File: src/rtl/regfile_pkg.sv
// Shared types and constants for the register-file port sequencer.
// Latency: n/a (declarations only).
// Backpressure: n/a (declarations only).
package regfile_pkg;

    localparam int NUM_WINDOWS = 4;
    localparam int WIN_W       = $clog2(NUM_WINDOWS);
    localparam int REG_W       = 5;
    localparam int DATA_W      = 32;

    localparam logic [REG_W-1:0] REG_ZERO = 5'd0;

    // rf_rw encodings
    localparam logic RF_READ  = 1'b0;
    localparam logic RF_WRITE = 1'b1;

    typedef enum logic [2:0] {
        IDLE   = 3'd0,
        READ_A = 3'd1,
        READ_B = 3'd2,
        HOLD   = 3'd3,
        WRITE  = 3'd4
    } state_t;

endpackage

File: src/rtl/regfile_port_sequencer_if.sv
// Bundle of the operand-fetch, write-back and register-file signals.
// Latency: n/a (wiring only).
// Backpressure: n/a; slave = sequencer, master = control unit / RF side.
// Groups: req_* (fetch request), op_* (operands out), wb_* (write-back),
// rf_* (register-file port), busy (sequencer not idle).
interface regfile_port_sequencer_if;
    import regfile_pkg::*;

    logic                req_valid;
    logic                req_ready;
    logic [REG_W-1:0]    req_rs1;
    logic [REG_W-1:0]    req_rs2;
    logic [WIN_W-1:0]    req_cwp;

    logic [DATA_W-1:0]   op_a;
    logic [DATA_W-1:0]   op_b;
    logic                op_valid;
    logic                op_ack;

    logic                wb_valid;
    logic                wb_ready;
    logic [REG_W-1:0]    wb_rd;
    logic [WIN_W-1:0]    wb_cwp;
    logic [DATA_W-1:0]   wb_data;

    logic                rf_enable;
    logic                rf_rw;
    logic [WIN_W-1:0]    rf_window;
    logic [REG_W-1:0]    rf_r_num;
    logic [DATA_W-1:0]   rf_in;
    logic [DATA_W-1:0]   rf_out;

    logic                busy;

    modport slave (
        input  req_valid, req_rs1, req_rs2, req_cwp, op_ack,
               wb_valid, wb_rd, wb_cwp, wb_data, rf_out,
        output req_ready, op_a, op_b, op_valid, wb_ready,
               rf_enable, rf_rw, rf_window, rf_r_num, rf_in, busy
    );

    modport master (
        output req_valid, req_rs1, req_rs2, req_cwp, op_ack,
               wb_valid, wb_rd, wb_cwp, wb_data, rf_out,
        input  req_ready, op_a, op_b, op_valid, wb_ready,
               rf_enable, rf_rw, rf_window, rf_r_num, rf_in, busy
    );

endinterface

File: src/rtl/regfile_port_sequencer.sv
// Sequences operand fetches (two RF reads) and write-backs onto one RF port.
// Latency: fetch accept -> op_valid 3 cycles; write-back accept -> RF write edge 1 cycle.
// Backpressure: req_ready/wb_ready only in IDLE (write-back wins); operands held until op_ack.
// Ports: Clk, Clr (async active-high reset), bus (slave modport: req_*, op_*, wb_*, rf_*, busy).
module regfile_port_sequencer
    import regfile_pkg::*;
(
    input  logic                       Clk,
    input  logic                       Clr,
    regfile_port_sequencer_if.slave    bus
);

    state_t              state;
    state_t              state_nxt;

    logic                take_req;
    logic                take_wb;
    logic                rf_enable_c;
    logic                rf_rw_c;
    logic                op_valid_c;

    logic [REG_W-1:0]    r_num_q;
    logic [REG_W-1:0]    rs2_q;
    logic [WIN_W-1:0]    window_q;
    logic [DATA_W-1:0]   wdata_q;
    logic [DATA_W-1:0]   op_a_q;
    logic [DATA_W-1:0]   op_b_q;
    logic [DATA_W-1:0]   rd_val;

    // ---------------------------------------------------------------
    // State register
    // ---------------------------------------------------------------
    always_ff @(posedge Clk or posedge Clr) begin
        if (Clr) begin
            state <= IDLE;
        end else begin
            state <= state_nxt;
        end
    end

    // ---------------------------------------------------------------
    // Next state and combinational outputs
    // ---------------------------------------------------------------
    always_comb begin
        state_nxt   = state;
        take_req    = 1'b0;
        take_wb     = 1'b0;
        rf_enable_c = 1'b0;
        rf_rw_c     = RF_READ;
        op_valid_c  = 1'b0;

        case (state)
            IDLE: begin
                if (bus.wb_valid) begin
                    take_wb   = 1'b1;
                    state_nxt = WRITE;
                end else if (bus.req_valid) begin
                    take_req  = 1'b1;
                    state_nxt = READ_A;
                end
            end
            READ_A: begin
                rf_enable_c = 1'b1;
                state_nxt   = READ_B;
            end
            READ_B: begin
                rf_enable_c = 1'b1;
                state_nxt   = HOLD;
            end
            HOLD: begin
                op_valid_c = 1'b1;
                if (bus.op_ack) begin
                    state_nxt = IDLE;
                end
            end
            WRITE: begin
                rf_rw_c = RF_WRITE;
                // Writes to r0 are acknowledged but never reach the RF.
                rf_enable_c = (r_num_q != REG_ZERO);
                state_nxt   = IDLE;
            end
            default: begin
                state_nxt = IDLE;
            end
        endcase
    end

    // r0 always reads as zero; the RF cycle still happens.
    assign rd_val = (r_num_q == REG_ZERO) ? '0 : bus.rf_out;

    // ---------------------------------------------------------------
    // Datapath. r_num_q/window_q drive the RF address directly, so they
    // are loaded one edge ahead of the state that uses them and simply
    // hold in IDLE and HOLD.
    // ---------------------------------------------------------------
    always_ff @(posedge Clk or posedge Clr) begin
        if (Clr) begin
            r_num_q  <= '0;
            rs2_q    <= '0;
            window_q <= '0;
            wdata_q  <= '0;
            op_a_q   <= '0;
            op_b_q   <= '0;
        end else begin
            if (take_wb) begin
                r_num_q  <= bus.wb_rd;
                window_q <= bus.wb_cwp;
                wdata_q  <= bus.wb_data;
            end
            if (take_req) begin
                r_num_q  <= bus.req_rs1;
                rs2_q    <= bus.req_rs2;
                window_q <= bus.req_cwp;
            end
            if (state == READ_A) begin
                op_a_q  <= rd_val;
                r_num_q <= rs2_q;
            end
            if (state == READ_B) begin
                op_b_q <= rd_val;
            end
        end
    end

    assign bus.req_ready = take_req;
    assign bus.wb_ready  = take_wb;
    assign bus.op_valid  = op_valid_c;
    assign bus.op_a      = op_a_q;
    assign bus.op_b      = op_b_q;
    assign bus.rf_enable = rf_enable_c;
    assign bus.rf_rw     = rf_rw_c;
    assign bus.rf_window = window_q;
    assign bus.rf_r_num  = r_num_q;
    assign bus.rf_in     = wdata_q;
    assign bus.busy      = (state != IDLE);

endmodule

File: src/flat_wrapper.sv
// flat-port wrapper written by rule: the top's interface ports become plain ports
module regfile_port_sequencer_flat import regfile_pkg::*;
  (Clk, Clr, bus_req_valid, bus_req_rs1, bus_req_rs2, bus_req_cwp, bus_op_ack, bus_wb_valid, bus_wb_rd, bus_wb_cwp, bus_wb_data, bus_rf_out, bus_req_ready, bus_op_a, bus_op_b, bus_op_valid, bus_wb_ready, bus_rf_enable, bus_rf_rw, bus_rf_window, bus_rf_r_num, bus_rf_in, bus_busy);
  regfile_port_sequencer_if bus_i ();
  input  logic Clk;
  input  logic Clr;
  input wire logic [$bits(bus_i.req_valid)-1:0] bus_req_valid;
  input wire logic [$bits(bus_i.req_rs1)-1:0] bus_req_rs1;
  input wire logic [$bits(bus_i.req_rs2)-1:0] bus_req_rs2;
  input wire logic [$bits(bus_i.req_cwp)-1:0] bus_req_cwp;
  input wire logic [$bits(bus_i.op_ack)-1:0] bus_op_ack;
  input wire logic [$bits(bus_i.wb_valid)-1:0] bus_wb_valid;
  input wire logic [$bits(bus_i.wb_rd)-1:0] bus_wb_rd;
  input wire logic [$bits(bus_i.wb_cwp)-1:0] bus_wb_cwp;
  input wire logic [$bits(bus_i.wb_data)-1:0] bus_wb_data;
  input wire logic [$bits(bus_i.rf_out)-1:0] bus_rf_out;
  output wire logic [$bits(bus_i.req_ready)-1:0] bus_req_ready;
  output wire logic [$bits(bus_i.op_a)-1:0] bus_op_a;
  output wire logic [$bits(bus_i.op_b)-1:0] bus_op_b;
  output wire logic [$bits(bus_i.op_valid)-1:0] bus_op_valid;
  output wire logic [$bits(bus_i.wb_ready)-1:0] bus_wb_ready;
  output wire logic [$bits(bus_i.rf_enable)-1:0] bus_rf_enable;
  output wire logic [$bits(bus_i.rf_rw)-1:0] bus_rf_rw;
  output wire logic [$bits(bus_i.rf_window)-1:0] bus_rf_window;
  output wire logic [$bits(bus_i.rf_r_num)-1:0] bus_rf_r_num;
  output wire logic [$bits(bus_i.rf_in)-1:0] bus_rf_in;
  output wire logic [$bits(bus_i.busy)-1:0] bus_busy;
  assign bus_i.req_valid = bus_req_valid;
  assign bus_i.req_rs1 = bus_req_rs1;
  assign bus_i.req_rs2 = bus_req_rs2;
  assign bus_i.req_cwp = bus_req_cwp;
  assign bus_i.op_ack = bus_op_ack;
  assign bus_i.wb_valid = bus_wb_valid;
  assign bus_i.wb_rd = bus_wb_rd;
  assign bus_i.wb_cwp = bus_wb_cwp;
  assign bus_i.wb_data = bus_wb_data;
  assign bus_i.rf_out = bus_rf_out;
  assign bus_req_ready = bus_i.req_ready;
  assign bus_op_a = bus_i.op_a;
  assign bus_op_b = bus_i.op_b;
  assign bus_op_valid = bus_i.op_valid;
  assign bus_wb_ready = bus_i.wb_ready;
  assign bus_rf_enable = bus_i.rf_enable;
  assign bus_rf_rw = bus_i.rf_rw;
  assign bus_rf_window = bus_i.rf_window;
  assign bus_rf_r_num = bus_i.rf_r_num;
  assign bus_rf_in = bus_i.rf_in;
  assign bus_busy = bus_i.busy;
  regfile_port_sequencer u_core (.Clk(Clk), .Clr(Clr), .bus(bus_i));
endmodule
File: config.mk
export PLATFORM = sky130hd
export DESIGN_NAME = regfile_port_sequencer_flat
export DESIGN_NICKNAME = d
export VERILOG_FILES = /design/src/rtl/regfile_pkg.sv /design/src/rtl/regfile_port_sequencer_if.sv /design/src/rtl/regfile_port_sequencer.sv /design/src/flat_wrapper.sv
export SDC_FILE = /design/constraint.sdc
export NUM_CORES = 1
export LEC_CHECK = 0
export BUFFER_PORTS_ARGS = -buffer_cell sky130_fd_sc_hd__buf_2
export CORE_UTILIZATION = 40
export DETAILED_ROUTE_END_ITERATION = 10
export GPL_TIMING_DRIVEN = 1
export PLACE_DENSITY = 0.7
export SYNTH_ARGS = -nofsm -noshare
export SYNTH_HDL_FRONTEND = slang
export SYNTH_SLANG_ARGS = --single-unit
File: constraint.sdc
create_clock -name Clk -period 9.8 [get_ports Clk]
set_clock_uncertainty 0.15 [all_clocks]
set_input_delay 0.98 -clock Clk [delete_from_list [all_inputs] [get_ports Clk]]
set_output_delay 0.98 -clock Clk [all_outputs]
set_load 0.1 [all_outputs]
Word-level counts from Yosys, hierarchy flattened
Cells that the tools add are included.
- output and inout bits: 109
- register bits after elaboration: 111
- input bits: 88
- logic and storage cells: 39
- eq/ne operators: 6
- mux-type cells: 18
- reductions and logical operators: 8
- operator list (kind ; count):
    32-bit two-way mux ; 1
    5-bit two-way mux ; 3
    3-bit case mux with 4 select lines ; 1
    3-bit two-way mux ; 3
    1-bit two-way mux ; 7
    3-bit by 2-bit equality test with 1-bit output, second input constant ; 2
    3-bit nonzero test ; 2
    5-bit zero test ; 1
    5-bit nonzero test ; 1
    2-bit two-way mux ; 2
    3-bit by 1-bit equality test with 1-bit output, second input constant ; 1
    3-bit equality test, second input constant ; 1
    3-bit zero test ; 1
    3-bit != test, second input constant ; 1
    2-bit != test, second input constant ; 1
    1-bit case mux with 2 select lines ; 1
    2-bit AND reduction ; 1
    2-bit nonzero test ; 1
    2-bit OR reduction ; 1

Depth between registers and ports, before layout
- word-level depth: 5
- depth in mapped cells: 7
- depth with buffers taken out: 5

Least setup slack after synthesis
OpenSTA, ideal clock, no wires.
- path kind: flip-flop to output port
- start point: reg u_core.state[0]
- end point: out bus_rf_enable
- setup slack: 4.432 ns
- cell stages (with the launch flop): 6
- arrival time: 4.238 ns
- path buffers: 2
- data required time: 8.670 ns
- cell sequence: dfrtp_1 > buf_6 > clkbuf_1 > nor3b_1 > o21ai_1 > o21ai_0
- longest elaborated chain between the ends: 3
- elaborated cells on any way between the ends: 5
- RTL lines (what ; line ; source):
    from (decl) ; regfile_port_sequencer.sv:13 ; state_t state;
    from (signal assigned) ; regfile_port_sequencer.sv:37 ; state <= state_nxt;
    3-bit by 2-bit equality test with 1-bit output / 3-bit by 1-bit equality test with 1-bit output (equally long branches) ; regfile_port_sequencer.sv:52 ; case (state)
    2-bit OR reduction (no line) ; n/a ;
    1-bit case mux with 2 select lines (*) ; regfile_port_sequencer.sv:52 ;
    to (decl) ; flat_wrapper.sv:22 ; output wire logic [$bits(bus_i.rf_enable)-1:0] bus_rf_enable;
Every way passes the cells marked *; elsewhere a longest branch is shown, timed or not.

Final worst setup path
- start point: reg u_core.state[0]
- end point: out bus_wb_ready
- longest elaborated chain between the ends: 2
- RTL lines (what ; line ; source):
    3-bit zero test ; regfile_port_sequencer.sv:52 ;
    1-bit two-way mux ; regfile_port_sequencer.sv:52 ;
    to (decl) ; flat_wrapper.sv:21 ; output wire logic [$bits(bus_i.wb_ready)-1:0] bus_wb_ready;
No other way between the ends.

==> summary.md <==
| Metric | Value |
|---|---|
| Port buffer count | `196` |
| Core ar. | `0.0111 mm2` |
| Largest family of logic cells by synthesized area | `compound AO/OA/AOI/OAI gates` |
| CP bufs+invs | `2` |
| Die Area | `0.0120 mm2` |
| Syn Nets | `471` |
| Final #Nets | `653` |
| Fmax | `0.268 GHz` |
| Met1 WL | `4580 um` |
| DP HPWL | `7770 um` |
| Number of synthesized register bits | `111` |
| CTS Buffer Depth | `2` |
| Post-DRT Antenna Nets | `0` |
| Sum Neg Setup Slack | `0 ns` |
| Synth Area in Compound Gates | `0.173` |
| TritonCTS buffer count | `9` |
| Die height | `110 um` |
| WP data required | `8.67 ns` |
| Crit Path Max Fanout | `38` |
| Initial DRT Pass Iterations | `4` |
| Initial DRC count | `193` |
| Synth Area in Simple Gates | `0.0800` |
| FP Rows | `38` |
| Status | `completed` |
| Proportion of synthesized area in mux cells | `0.0981` |
| Postcts setup bufs | `0` |
| Starting Density | `0.418` |
| Startpoint Class | `register` |
| Total area of sequential cells | `0.00278 mm2` |
| Global-route wire length before repair | `17100 um` |
| Layout cells sized above 1 | `0.496` |
| Detail Route met2 WL | `5240 um` |
| Setup violators final | `0` |
| Final worst slack | `6.07 ns` |
| Hold_buf cts | `0` |
| Slew @ Worst Pin | `0.838 ns` |
| Post-Synth Adder-Cell Area | `0` |
| Critical Path AT | `2.60 ns` |
| Clock Latency Late Sink | `0.35 ns` |
| CTS tree | `done` |
| Largest stage delay, worst path | `0.62 ns` |
| FILL cells | `994` |
| Cell area after synthesis | `0.00463 mm2` |
| Sinks on the clock net | `111` |
| Vias in the first global route | `3442` |
| Via Count | `3528` |
| Top Ports | `197` |
| Post-Synth XOR/XNOR Area | `0.00189` |
| Share of the synthesized area in the top cell type | `0.600` |
| Largest net degree at the start of global routing | `65` |
| CTS clk-pin slew, worst paths | `0.07 ns` |
| Diodes inserted | `0` |
| RSZ-0062 raised after global routing | `false` |
| Final hold violations | `0` |
| Uppermost layer routed | `met4` |
| Post_cts resized | `0` |
| DP Worst Slack | `6.10 ns` |
| Wire length on met3 | `927 um` |
| Max_slew headroom | `0.440` |
| Sequential area share after synthesis | `0.600` |
| Routed length per instance | `15.4 um` |
| Min-Delay Path Class | `reg2reg` |
| Kind of critical path | `reg2out` |
| Crit path time final | `3.73 ns` |
| Htree depth | `3` |
| Final WL | `11000 um` |
| Fin. max-slew vios | `0` |
| Slowest CP cell | `inv_2` |
| Grt ovf | `0` |
| Placer Congestion | `0.760` |
| Syn-to-layout area delta | `27.3%` |
| CTS root buffer | `clkbuf_16` |
| Number of remaining DRC errors | `0` |
| Max Cap Viol | `0` |
| Fin crit share | `0.381` |
| Mapped Avg Cell Area | `12.1 um2` |
| Synth Warn # | `0` |
| Dominant cell type by area after synthesis | `dfrtp_1` |
| Multi-input combinational cell area | `0.00163 mm2` |
| Critical path endpoint category | `primary output` |
| Crit path max-delay family | `buffers and inverters` |
| Initial antenna violation count | `0` |
| Synth unique cells | `38` |
| Die Width | `110 um` |
| Via density | `4.98` |
| Total Routing Usage GR | `0.188` |
| Mapped Cells | `383` |
| Cell Chain, Critical Path | `nor3_4 -> nand2_2 -> inv_2 -> buf_2` |
| Synth area leaders | `dfrtp_1 (60%), o21ai_1 (6.7%), o21ai_2 (5.5%)` |
==> sequential cells by signal, indices dropped and copies added, names as in the netlist <==
| name | cells |
|---|---|
| u_core.bus.op_a | 32 |
| u_core.bus.op_b | 32 |
| u_core.bus.rf_in | 32 |
| u_core.bus.rf_r_num | 5 |
| u_core.bus.rf_window | 2 |
| u_core.rs2_q | 5 |
| u_core.state | 3 |
==> layout make-up <==
type / count / area share
Multi-Input combinational cell: 239 / 0.277
Sequential cell: 111 / 0.471
Clock buffer: 11 / 0.0395
Tap cell: 140 / 0.0297
Clock inverter: 4 / 0.00806
Timing Repair Buffer: 200 / 0.171
Inverter: 4 / 0.00297
==> cells in the mapped netlist <==
master	n
or3b_1	2
a32o_1	1
or4_4	1
buf_8	1
clkbuf_1	4
mux2_2	18
nand2_1	65
nor4b_1	4
or2_2	1
buf_6	6
buf_1	2
buf_2	12
nor3_4	1
nand2b_1	1
and3b_1	1
inv_2	2
buf_4	2
a31oi_1	1
o32a_1	2
nor2_1	3
inv_1	2
xnor2_1	1
nor3b_1	1
o21ai_0	8
a311o_1	4
o21ai_1	62
dfrtp_1	111
clkbuf_2	1
o21a_1	4
a221o_1	5
nand2_2	1
o21bai_1	1
buf_12	1
mux2_1	9
o21ai_2	29
a2bb2oi_1	1
o221a_2	2
mux2_4	10
==> path summary, 6_finish.rpt <==
| check | cells past startpoint | slack [ns] | from | endpoint |
|---|---|---|---|---|
| hold reg to reg | 2 | 0.33 | u_core.bus.op_b[2] | u_core.bus.op_b[2] |
| min in group asynchronous | 2 | 0.58 | Clr | u_core.bus.rf_in[13] |
| setup reg to reg | 4 | 7.43 | u_core.state[0] | u_core.bus.rf_in[0] |
| hold / removal | 2 | 0.33 | u_core.bus.op_b[2] | u_core.bus.op_b[2] |
| max in group asynchronous | 3 | 7.69 | Clr | u_core.bus.rf_r_num[3] |
| setup / recovery | 4 | 6.07 | u_core.state[0] | bus_wb_ready |
==> cells in the final DEF (no fill, tap or decap) <==
cell	count
a311o_1	4
nor2_1	3
clkinvlp_4	1
a32o_1	1
inv_1	1
o21ai_0	8
inv_4	1
mux2_1	9
or2_2	1
bufinv_16	1
a2bb2oi_1	1
nor3_4	1
o21a_1	4
and3b_1	1
o21ai_2	29
xnor2_1	1
o221a_2	2
nor4b_1	4
nand2_1	65
o32a_1	2
buf_2	196
nand2_2	1
a31oi_1	1
clkbuf_16	9
dfrtp_2	1
or3b_2	2
clkinv_2	2
nand2b_1	1
a221o_1	5
or4_4	1
clkbuf_1	2
inv_2	2
o21ai_1	62
buf_4	4
mux2_2	18
o21bai_1	1
nor3b_1	1
mux2_4	10
dfrtp_1	110
==> per-layer routing <==
layer  GRT usage  vias up
met5           0        -
met3      0.0777       17
li1            -     1717
met1       0.231     1671
met2       0.298      123
met4      0.0676        0
==> stage by stage <==
step,cell area [um2],util,instances,hold slack [ns]
final,5900,0.532,709,0.328
after global routing,5900,0.532,709,0.351
after CTS,5900,0.532,709,0.333
after detailed placement,5620,0.507,694,0.317
after global placement,5620,0.507,694,0.311
after floorplan,4630,-,383,0.308
==> worst register-to-register path, cell delays in order (launching register included) <==
cell	delay, ns
dfrtp_1	0.61
nor3_4	0.32
nand2_2	0.13
inv_2	0.62
mux2_2	0.43
==> kinds of logic (layout without fill, tap and decap cells) <==
kind of cell	Yosys count	after routing
flops	111	111
compound gates	120	120
simple gates	81	81
mux	37	37
xor+xnor	1	1
buf+inv	33	219
Power is left out: the tool's default activity adds up to more than one toggle a clock period on the data nets, which glitch-free logic cannot reach.
